`src/rtl/mem_data_arbiter.sv`:
```
// -----------------------------------------------------------------------------
// mem_data_arbiter
//
// Purpose
//   Shares the single data port (address, write data, write enable, read data)
//   of the unified 32 x 20-bit main memory between two requesters:
//     requester 0 : pipeline memory stage
//     requester 1 : loader / debug master
//   One access is placed on the memory port per cycle. Read data is captured
//   at the end of the access cycle and returned one cycle later with a
//   one-cycle rvalid pulse. The write enable is only ever high during a
//   granted write access. The instruction-fetch port is not handled here.
//
// Configuration
//   MEM_ARB_RR_EN  defined   : round-robin; on a tie the requester that did
//                              not win last time is granted.
//   MEM_ARB_RR_EN  undefined : fixed priority; requester 0 always wins a tie.
//                              The last-winner pointer is still maintained.
//
// Ports
//   clk_i                 system clock, all state updates on posedge
//   rst_ni                asynchronous active-low reset
//   req0_i / req1_i       access request, held until the matching grant
//   we0_i  / we1_i        1 = write, 0 = read (stable while req high)
//   addr0_i / addr1_i     word address (stable while req high)
//   wdata0_i / wdata1_i   write data (stable while req high)
//   gnt0_o / gnt1_o       one-cycle pulse: command is on the memory port now
//   rvalid0_o / rvalid1_o one-cycle pulse: rdata_o holds this requester's data
//   rdata_o               registered read data, shared by both requesters
//   mem_addr_o            memory data-port address
//   mem_data_o            memory write data
//   mem_wr_en_o           memory write enable (memory writes on negedge)
//   q_mem_i               combinational read data Mem[mem_addr_o]
//   busy_o                high while an access is on the memory port
// -----------------------------------------------------------------------------
module mem_data_arbiter #(
    parameter int AW = 5,
    parameter int DW = 20
) (
    input  logic          clk_i,
    input  logic          rst_ni,
    input  logic          req0_i,
    input  logic          we0_i,
    input  logic [AW-1:0] addr0_i,
    input  logic [DW-1:0] wdata0_i,
    input  logic          req1_i,
    input  logic          we1_i,
    input  logic [AW-1:0] addr1_i,
    input  logic [DW-1:0] wdata1_i,
    output logic          gnt0_o,
    output logic          gnt1_o,
    output logic          rvalid0_o,
    output logic          rvalid1_o,
    output logic [DW-1:0] rdata_o,
    output logic [AW-1:0] mem_addr_o,
    output logic [DW-1:0] mem_data_o,
    output logic          mem_wr_en_o,
    input  logic [DW-1:0] q_mem_i,
    output logic          busy_o
);

    // FSM encoding
    localparam logic [0:0] ST_IDLE   = 1'b0;
    localparam logic [0:0] ST_ACCESS = 1'b1;

    // Requester identifiers as stored in the winner / last-winner registers
    localparam logic REQ0 = 1'b0;
    localparam logic REQ1 = 1'b1;

    // State and registered outputs
    logic [0:0]    state_q,     state_d;
    logic          gnt0_q,      gnt0_d;
    logic          gnt1_q,      gnt1_d;
    logic          rvalid0_q,   rvalid0_d;
    logic          rvalid1_q,   rvalid1_d;
    logic [DW-1:0] rdata_q,     rdata_d;
    logic [AW-1:0] mem_addr_q,  mem_addr_d;
    logic [DW-1:0] mem_data_q,  mem_data_d;
    logic          mem_wr_en_q, mem_wr_en_d;
    logic          last_q,      last_d;   // most recent winner
    logic          win_q,       win_d;    // owner of the access on the port
    logic          rd_q,        rd_d;     // access on the port is a read

    // Combinational arbitration signals
    logic          elig0_s;
    logic          elig1_s;
    logic          any_elig_s;
    logic          win_s;
    logic          sel_we_s;
    logic [AW-1:0] sel_addr_s;
    logic [DW-1:0] sel_wdata_s;

    // Eligibility: a requester that is being shown its grant right now still
    // has req high for that cycle, so it must not be counted again.
    always_comb begin
        elig0_s    = req0_i & ~gnt0_q;
        elig1_s    = req1_i & ~gnt1_q;
        any_elig_s = elig0_s | elig1_s;
    end

    // Winner selection. With nobody eligible the result is unused, so the
    // pointer value is passed through rather than inventing a constant.
    always_comb begin
        win_s = last_q;
`ifdef MEM_ARB_RR_EN
        if (elig0_s && elig1_s) begin
            win_s = ~last_q;
        end else if (elig0_s) begin
            win_s = REQ0;
        end else if (elig1_s) begin
            win_s = REQ1;
        end else begin
            win_s = last_q;
        end
`else
        if (elig0_s) begin
            win_s = REQ0;
        end else if (elig1_s) begin
            win_s = REQ1;
        end else begin
            win_s = last_q;
        end
`endif
    end

    // Command multiplexer driven by the selected winner
    always_comb begin
        sel_we_s    = 1'b0;
        sel_addr_s  = {AW{1'b0}};
        sel_wdata_s = {DW{1'b0}};
        if (win_s == REQ1) begin
            sel_we_s    = we1_i;
            sel_addr_s  = addr1_i;
            sel_wdata_s = wdata1_i;
        end else begin
            sel_we_s    = we0_i;
            sel_addr_s  = addr0_i;
            sel_wdata_s = wdata0_i;
        end
    end

    // Next-state logic: complete the access on the port, then arbitrate
    always_comb begin
        state_d     = state_q;
        gnt0_d      = 1'b0;
        gnt1_d      = 1'b0;
        rvalid0_d   = 1'b0;
        rvalid1_d   = 1'b0;
        rdata_d     = rdata_q;
        mem_addr_d  = mem_addr_q;
        mem_data_d  = mem_data_q;
        mem_wr_en_d = mem_wr_en_q;
        last_d      = last_q;
        win_d       = win_q;
        rd_d        = rd_q;

        // Completion of the current access. rdata only changes on a read,
        // so it keeps the last read result across writes and idle cycles.
        case (state_q)
            ST_IDLE: begin
                rdata_d = rdata_q;
            end
            ST_ACCESS: begin
                if (rd_q) begin
                    rdata_d = q_mem_i;
                    if (win_q == REQ1) begin
                        rvalid1_d = 1'b1;
                    end else begin
                        rvalid0_d = 1'b1;
                    end
                end else begin
                    rdata_d = rdata_q;
                end
            end
            default: begin
                rdata_d = rdata_q;
            end
        endcase

        // Arbitration is identical from IDLE and ACCESS; issuing from ACCESS
        // gives back-to-back accesses without an idle bubble.
        if (any_elig_s) begin
            state_d     = ST_ACCESS;
            mem_addr_d  = sel_addr_s;
            mem_data_d  = sel_wdata_s;
            mem_wr_en_d = sel_we_s;
            last_d      = win_s;
            win_d       = win_s;
            rd_d        = ~sel_we_s;
            if (win_s == REQ1) begin
                gnt1_d = 1'b1;
            end else begin
                gnt0_d = 1'b1;
            end
        end else begin
            // Address and data hold their last values in IDLE
            state_d     = ST_IDLE;
            mem_wr_en_d = 1'b0;
            rd_d        = 1'b0;
        end
    end

    // State registers; reset aborts any access and drops the write enable
    always_ff @(posedge clk_i or negedge rst_ni) begin
        if (!rst_ni) begin
            state_q     <= ST_IDLE;
            gnt0_q      <= 1'b0;
            gnt1_q      <= 1'b0;
            rvalid0_q   <= 1'b0;
            rvalid1_q   <= 1'b0;
            rdata_q     <= {DW{1'b0}};
            mem_addr_q  <= {AW{1'b0}};
            mem_data_q  <= {DW{1'b0}};
            mem_wr_en_q <= 1'b0;
            last_q      <= REQ1;
            win_q       <= REQ0;
            rd_q        <= 1'b0;
        end else begin
            state_q     <= state_d;
            gnt0_q      <= gnt0_d;
            gnt1_q      <= gnt1_d;
            rvalid0_q   <= rvalid0_d;
            rvalid1_q   <= rvalid1_d;
            rdata_q     <= rdata_d;
            mem_addr_q  <= mem_addr_d;
            mem_data_q  <= mem_data_d;
            mem_wr_en_q <= mem_wr_en_d;
            last_q      <= last_d;
            win_q       <= win_d;
            rd_q        <= rd_d;
        end
    end

    // All outputs come straight from registers
    assign gnt0_o      = gnt0_q;
    assign gnt1_o      = gnt1_q;
    assign rvalid0_o   = rvalid0_q;
    assign rvalid1_o   = rvalid1_q;
    assign rdata_o     = rdata_q;
    assign mem_addr_o  = mem_addr_q;
    assign mem_data_o  = mem_data_q;
    assign mem_wr_en_o = mem_wr_en_q;
    assign busy_o      = (state_q == ST_ACCESS);

endmodule

```
`config.mk`:
```
export PLATFORM = sky130hd
export DESIGN_NAME = mem_data_arbiter
export DESIGN_NICKNAME = d
export VERILOG_FILES = /design/src/rtl/mem_data_arbiter.sv
export SDC_FILE = /design/constraint.sdc
export NUM_CORES = 1
export LEC_CHECK = 0
export ABC_AREA = 1
export BUFFER_PORTS_ARGS = -buffer_cell sky130_fd_sc_hd__buf_2
export CAP_MARGIN = 25
export CELL_PAD_IN_SITES_DETAIL_PLACEMENT = 1
export CELL_PAD_IN_SITES_GLOBAL_PLACEMENT = 2
export CORE_MARGIN = 10
export CORE_UTILIZATION = 25
export DETAILED_ROUTE_END_ITERATION = 7
export PLACE_DENSITY = 0.87
export SYNTH_ARGS = -nofsm -noshare
export SYNTH_HDL_FRONTEND = slang
export SYNTH_SLANG_ARGS = --single-unit
```
`constraint.sdc`:
```
create_clock -name clk_i -period 1.38 [get_ports clk_i]
set_input_delay 0.069 -clock clk_i [delete_from_list [all_inputs] [get_ports clk_i]]
set_output_delay 0.069 -clock clk_i [all_outputs]
set_load 0.05 [all_outputs]
```
# ---- After elaboration in Yosys (flattened, before gate mapping)
# Cells that the tools add are included.
# Widths: inputs -> output; s select.
dict set report word_totals {
  input_bits 76
  out_inout_bits 51
  word_cells 40
  register_bits 54
}
dict set report classes {
  n_mux 20
  n_eq_ne 1
  bitwise 6
  n_reduce_logical 1
}
# op count
set ops {}
lappend ops {{$mux 20} 3}
lappend ops {{$mux 1} 16}
lappend ops {{$mux 5} 1}
lappend ops {{$not 1->1} 3}
lappend ops {{$and 1x1->1} 2}
lappend ops {{$ne 2x1->1 const B} 1}
lappend ops {{$reduce_and 2->1} 1}
lappend ops {{$or 1x1->1} 1}

# ---- Longest topological paths before layout
# Gate-level depths: netlist (run 1).
dict set report logic_depth {
  depth_word 7
  mapped_depth 8
  depth_no_buf 7
}

# ---- Worst setup path after synthesis (run 1)
# Ideal clock, no wire load.
dict set report synth_timing {
  kind {register to register}
  start {reg state_q (netlist: busy_o)}
  end {reg rdata_q[0] (netlist: rdata_o[0])}
  arrival_ns 1.297
  stages_incl_launch_ff 4
  required_time_ns 1.252
  path_slack_ns -0.045
  synth_period_minus_slack_ns 1.425
  setup_ns 0.128
  path_buffers 1
  cell_sequence {dfrtp_1 -> nand2_1 -> buf_2 -> mux2_1}
}
dict set report synth_via {
  elab_chain_cells 2
}
# element line
set synth_rtl {}
lappend synth_rtl {{from (decl)} 71} ;# logic [0:0] state_q, state_d;
lappend synth_rtl {{from (signal assigned)} 219} ;# state_q <= state_d;
lappend synth_rtl {{$ne 2x1->1 (no source line)} --}
lappend synth_rtl {{$reduce_and 2->1 (no source line) (*)} --}
lappend synth_rtl {{to (signal assigned)} 211} ;# rdata_q <= {DW{1'b0}};
lappend synth_rtl {{to (signal assigned)} 224} ;# rdata_q <= rdata_d;
lappend synth_rtl {{to (decl)} 76} ;# logic [DW-1:0] rdata_q, rdata_d;
# Every way passes the cells marked *; elsewhere a longest branch is shown, timed or not.
# A chain may end at the register's enable or synchronous reset.

# ---- Worst setup path in the final report (run 1)
dict set report layout_timing {
  start {reg last_q}
  end {reg mem_data_q[8] (netlist: mem_data_o[8])}
}
dict set report layout_via {
  elab_chain_cells 3
}
# element line
set layout_rtl {}
lappend layout_rtl {{from (decl)} 80} ;# logic last_q, last_d;
lappend layout_rtl {{from (signal assigned)} 228} ;# last_q <= last_d;
lappend layout_rtl {{$mux 1} 118} ;# end else if (elig1_s) begin
lappend layout_rtl {{$mux 1} 116} ;# if (elig0_s) begin
lappend layout_rtl {{$mux 20} 131} ;# if (win_s == REQ1) begin
lappend layout_rtl {{to (signal assigned)} 213} ;# mem_data_q <= {DW{1'b0}};
lappend layout_rtl {{to (signal assigned)} 226} ;# mem_data_q <= mem_data_d;
lappend layout_rtl {{to (decl)} 78} ;# logic [DW-1:0] mem_data_q, mem_data_d;
# Every way passes these cells.

==> Implementation_results.wiki, run 1 <==
{| class="wikitable"
! Metric !! Value
|-
| Final sum of negative setup slack || 0 ps
|-
| Worst-margin pin slew || 291 ps
|-
| Final Hold Vio Count || 0
|-
| YS warnings || 0
|-
| Core region area || 10300 sq um
|-
| Initial core utilization || 25.6%
|-
| Required time of the critical path || 1590 ps
|-
| Routed len/inst || 14.4 microns
|-
| Area of the die || 15000 sq um
|-
| Post-synthesis sequential area ratio || 51.5%
|-
| CTS Buffer Depth || 2
|-
| Fraction of final layout cells sized beyond drive strength 1 || 34.5%
|-
| Number of antenna violations at the first check in global routing || 0
|-
| Clock latency of the later-clocked register in the worst-skew pair || 310 ps
|-
| All-layer global routing usage || 11.7%
|-
| Vias per Instance || 4.12
|-
| CP Class || flip-flop to flip-flop
|-
| CTS tree || built
|-
| Count leader, synth || nand2_1
|-
| Area overhead of the layout relative to synthesis || 45.3%
|-
| Register bit count reported by yosys || 54
|-
| Post-cts sizing count || 0
|-
| Class of the tightest hold or removal check || input port to flip-flop
|-
| Kind of start point of the critical path || flip-flop
|-
| Post-synthesis instance area || 2630 sq um
|-
| Fraction of post-synthesis cell area in the top cell type by area || 50.5%
|-
| Finished Core Util || 37.1%
|-
| Cell taking the most area after synthesis || dfrtp_1
|-
| Number of buffers inserted by post-CTS setup repair || 0
|-
| Synth Flop Type || dfrtp_1
|-
| Post-synth top cells || 133 x nand2_1, 53 x dfrtp_1, 52 x inv_1
|-
| Maximum level of the CTS H-tree || 2
|-
| Unrepaired setup endpoints after global routing || false
|-
| Cell area power density || 1460 nW/um^2
|-
| Standard cell area after detailed placement || 3500 sq um
|-
| CTS clk-pin slew, worst paths || 100 ps
|-
| HPWL after detailed placement || 6540 microns
|-
| Worst VDD drop || 0.606 mV
|-
| Mapped Avg Cell Area || 8.34 sq um
|-
| Number of vias in the routed layout || 2497
|-
| Max Fclk || 0.814 GHz
|-
| Via count of the first global-routing pass || 2778
|-
| Relative slew margins || 80.6%
|-
| Area of all placed cells without fillers || 3820 sq um
|-
| Routability congestion estimate || 0.769
|-
| Most area-consuming cells after synthesis || dfrtp_1 51%, nand2_1 19%, mux2_1 7.7%, inv_1 7.4%, nand3b_1 7.1%
|-
| Number of slew-limit violations in the final report || 0
|-
| Data arrival time of the worst path || 1440 ps
|-
| Routed Wire Length || 8720 microns
|-
| DR pass1 iterations || 3
|-
| Endpoint kind of the worst setup timing path || flip-flop
|-
| Top-level port count || 127
|-
| Number of clock sinks || 54
|-
| Row count || 37
|-
| Pleak || 2.20 nW
|-
| Number of antenna-violating nets in the routed design || 0
|-
| Number of fill cells in the layout || 1293
|-
| Die Width || 122 microns
|-
| First DRT Iteration DRCs || 57
|-
| Maximum number of pins on one net before global-route repair || 55
|-
| Antenna cell count || 0
|-
| Gate Count Post-Synth || 315
|-
| Async SR Flop Fraction || 100%
|-
| Distinct cell type count after synthesis || 15
|-
| Maximum capacitance violations || 0
|-
| Drt drc || 0
|-
| Buffers on Ports || 126
|-
| EDFF count, synth || 0
|-
| Final min period || 1230 ps
|-
| First-pass GRT wire length || 14100 microns
|-
| Total clock buffers created by CTS || 5
|-
| Number of nets at the end of the flow || 545
|-
| Status || completed
|-
| Final Setup Violations || 0
|-
| Max FO, Critical Path || 15
|-
| CTS Hold Buffers Added || 21
|-
| Net count after synthesis || 391
|-
| Die outline height || 122 microns
|-
| Clock tree root buffer cell || clkbuf_8
|-
| Worst clock skew || 8.58 ps
|-
| Global route overflow || 0
|-
| Final period util || 89.1%
|}
## critical path, cell delays in order (launching register included)
cell and delay, ps:
dfstp_2 530, inv_1 30, nand2_1 100, buf_4 250, nand3b_1 100, nand2_1 70
nand2_1 40
## cell type report
cell class / instances / area [sq um] / area share, %
timing repair buffer: 160 / 988 / 25.9
tap: 136 / 170 / 4.46
sequential: 54 / 1360 / 35.5
multi-input combinational: 189 / 970 / 25.4
clock buffer: 6 / 72.6 / 1.90
inverter: 59 / 221 / 5.80
clock inverter: 2 / 37.5 / 0.984
## cells in the final DEF, fill, tap and decap left out, types with 5 or more instances in the layout
cell type        n
dfrtp_1         50
nand3b_1        25
mux2_1          18
inv_1           52
clkbuf_8         5
buf_2          126
inv_2            7
buf_4            9
dlygate4sd3_1   21
nor2_1           5
nand2_1        133
## through the flow
stage	std cells	power [mW]	setup slack [ps]	hold WS (ps)
3_3_place_gp	577	4.47	171	91.3
5_1_grt	606	5.96	22.5	10.7
4_1_cts	606	5.67	119	18.6
2_1_floorplan	315	3.79	48.8	-227
3_5_place_dp	577	4.52	155	95.9
6_report	606	5.58	151	31.9
## cells by family after synthesis
kind of cell           Yosys count  share of synthesized area (%)
AOI/OAI and AO/OA                1                          0.190
buffers and inverters           72                           11.6
and+or+nand+nor                168                           28.2
muxes                           20                           8.58
DFF                             54                           51.5
## metal layers
metal  wire length (microns)  global-route usage [%]  up-vias
met5                       0                       0        -
met4                     131                    3.46        0
met3                     629                    3.44        8
met2                    4300                    21.2       82
met1                    3660                    12.9     1170
li1                        -                       -     1237
## final timing paths
| check | to | cells past startpoint | start | slack, ps |
|---|---|---|---|---|
| worst max-delay path | mem_data_o[8] | 6 | last_q | 150 |
| worst min-delay path | rd_q | 4 | we0_i | 30 |
| worst max register to register | mem_data_o[8] | 6 | last_q | 150 |
| worst min register to register | rvalid0_o | 1 | win_q | 450 |
| max in group asynchronous | last_q | 3 | rst_ni | 800 |
| min in group asynchronous | rdata_o[5] | 3 | rst_ni | 300 |
## power breakdown
part | leakage (nW) | switching [mW] | internal (mW) | total, mW
combinational | 1.51 | 1.78 | 0.651 | 2.43
clock | 0.0514 | 0.530 | 0.542 | 1.07
sequential | 0.631 | 0.167 | 1.92 | 2.08
(Power assumes the default switching activity.)
==> inputs of run 2 (changes only) <==
SETUP_SLACK_MARGIN = 0.5   (was unset)
==> Implementation_results.wiki, run 2 (synthesis results as in run 1) <==
{| class="wikitable"
! Metric !! Value
|-
| Max FO, Critical Path || 6
|-
| Routability congestion estimate || 0.765
|-
| Top-level port count || 127
|-
| Number of nets at the end of the flow || 598
|-
| Worst-margin pin slew || 304 ps
|-
| Clock latency of the later-clocked register in the worst-skew pair || 310 ps
|-
| Number of slew-limit violations in the final report || 0
|-
| First-pass GRT wire length || 16700 microns
|-
| Number of clock sinks || 54
|-
| Overall power || 6.80 mW
|-
| Net Sw Frac || 42.0%
|-
| Maximum capacitance violations || 0
|-
| Final period util || 92.6%
|-
| Combined flip-flop and latch cell area || 1360 sq um
|-
| Pleak || 2.74 nW
|-
| HPWL after detailed placement || 6830 microns
|-
| Max Fclk || 0.783 GHz
|-
| Worst VDD drop || 0.690 mV
|-
| Total clock buffers created by CTS || 5
|-
| Maximum number of pins on one net before global-route repair || 55
|-
| Final Hold Vio Count || 0
|-
| Number of antenna-violating nets in the routed design || 0
|-
| Number of antenna violations at the first check in global routing || 0
|-
| CP Depth || 8
|-
| Number of vias in the routed layout || 2772
|-
| Drt drc || 0
|-
| Worst Path Buf+Inv || 3
|-
| Commonest non-fill, non-tap cells in the layout || 111 x nand2_1, 75 x buf_2, 63 x buf_6
|-
| Multi-input gate area || 1270 sq um
|-
| All-layer global routing usage || 14.0%
|-
| Row count || 37
|-
| Reg2reg setup slack || 100 ps
|-
| Cell Count Post-Placement || 573
|-
| Maximum level of the CTS H-tree || 2
|-
| Final WS setup || 102 ps
|-
| CTS Buffer Depth || 2
|-
| Family with the most delay on the worst path || flip-flops
|-
| Power dissipated by switching net loads || 2.86 mW
|-
| Clock group share of total power || 13.9%
|-
| Launch point of the worst hold path || we0_i
|-
| Standard cell area after detailed placement || 3550 sq um
|-
| CTS clk-pin slew, worst paths || 110 ps
|-
| Power share of the sequential group || 32.3%
|-
| FF-to-FF path depth || 8
|-
| Data arrival time of the worst path || 1470 ps
|-
| CP max-delay cell || dfrtp_2
|-
| WHS Endpoint || rd_q
|-
| Startpoint of the worst-slack reg-to-reg timing path || gnt0_o
|-
| DR pass1 iterations || 4
|-
| Routed len/inst || 16.8 microns
|-
| Combinational share of power || 53.9%
|-
| Area overhead of the layout relative to synthesis || 90.2%
|-
| Kind of start point of the critical path || flip-flop
|-
| First DRT Iteration DRCs || 95
|-
| Final Non-Filler Cells || 660
|-
| Routed Wire Length || 11100 microns
|-
| Die outline height || 122 microns
|-
| Die Width || 122 microns
|-
| Vias per Instance || 4.20
|-
| Number of fill cells in the layout || 1199
|-
| Final min period || 1280 ps
|-
| CP Class || flip-flop to flip-flop
|-
| Worst clock skew || 17.9 ps
|-
| Clock tree root buffer cell || clkbuf_8
|-
| Unrepaired setup endpoints after global routing || true
|-
| Fraction of final layout cells sized beyond drive strength 1 || 51.1%
|-
| Cell Chain, Critical Path || nor2_4 -> buf_12 -> clkbuf_16 -> nand2_2 -> nand2_1 -> inv_2 -> nand2_2 -> nand2_1
|-
| Pre-CTS WS || 126 ps
|-
| Status || completed
|-
| Final Setup Violations || 0
|-
| Cell internal power dissipation || 3.95 mW
|-
| Longest individual stage delay on the worst path || 460 ps
|-
| Buffers on Ports || 126
|-
| Core region area || 10300 sq um
|-
| Hold path depth || 4
|-
| Cell area power density || 1360 nW/um^2
|-
| Relative slew margins || 79.7%
|-
| Via count of the first global-routing pass || 3154
|-
| CTS tree || built
|-
| Endpoint kind of the worst setup timing path || flip-flop
|-
| Initial core utilization || 25.6%
|-
| Final sum of negative setup slack || 0 ps
|-
| Class of the tightest hold or removal check || input port to flip-flop
|-
| Area of all placed cells without fillers || 5000 sq um
|-
| Global route overflow || 0
|-
| Required time of the critical path || 1580 ps
|-
| Area of the die || 15000 sq um
|-
| Most common cell after layout, fill and taps aside || nand2_1
|-
| R2R Path End || mem_data_o[1]
|}
run 2: changes by cell type in the layout (fill, tap and decap cells not counted), moves of 3 or more:
cell / before / now
buf_12: 4 / 9
mux2_4: 0 / 20
buf_2: 126 / 75
nand2_2: 2 / 17
inv_1: 52 / 49
buf_4: 9 / 37
nand2_4: 0 / 3
mux2_1: 18 / 0
buf_6: 0 / 63
nor2_2: 0 / 3
nand2_1: 133 / 111
nand2_8: 0 / 8
nor2_1: 5 / 1
run 2: final cells by class:
type,instances,area share (%)
timing repair buffer,209,37.3
tap,136,3.41
multi-input combinational,193,25.5
sequential,54,27.2
clock inverter,2,0.250
antenna,1,0.0501
inverter,59,4.68
clock buffer,6,1.65
run 2: how the worst max path moves through the flow:
stage,startpoint,endpoint,slack [ps]
detailed placement,gnt1_o,mem_data_o[10],130
floorplan,gnt0_o,mem_data_o[10],160
global placement,last_q,mem_data_o[17],160
CTS,gnt0_o,mem_addr_o[1],180
finish,gnt0_o,mem_data_o[1],100
global route,gnt0_o,mem_data_o[1],30
run 2: timing repair:
item                                   4_1_cts  5_1_grt
setup buffers                               38       12
resized for setup                          136       36
pin swaps                                    7       31
endpoints found under the hold margin       70        2
setup endpoints to repair                  104      105
gates cloned                                 6        2
hold buffers                                18        2
run 2: stage by stage:
stage / utilization [%] / hold WS [ps]
3_3_place_gp: 34.5 / 91.1
4_1_cts: 45.9 / 1.90
2_1_floorplan: - / -227
5_1_grt: 48.6 / 4.81
3_5_place_dp: 34.5 / 96.0
6_report: 48.6 / 18.0
run 2: metal layers:
metal | vias up | share of wire [%] | global-route usage, %
met3 | 6 | 5.5 | 3.67
met1 | 1339 | 40 | 16.0
met5 | - | 0 | 0
met2 | 75 | 54 | 25.6
li1 | 1352 | - | -
met4 | 0 | 0.83 | 3.24
run 2: tightest hold or removal path, cell delays in order:
cell and delay [ps]:
buf_2 90, nand2_1 50, nand2_1 50, nor2_1 40
run 2: power by group through the flow:
stage	clock, mW	combinational, mW	sequential, mW
floorplan	0	0.684	3.27
global placement	0	2.50	2.12
detailed placement	0	2.53	2.14
CTS	0.980	3.47	2.18
global route	1.06	3.87	2.23
finish	0.944	3.66	2.20
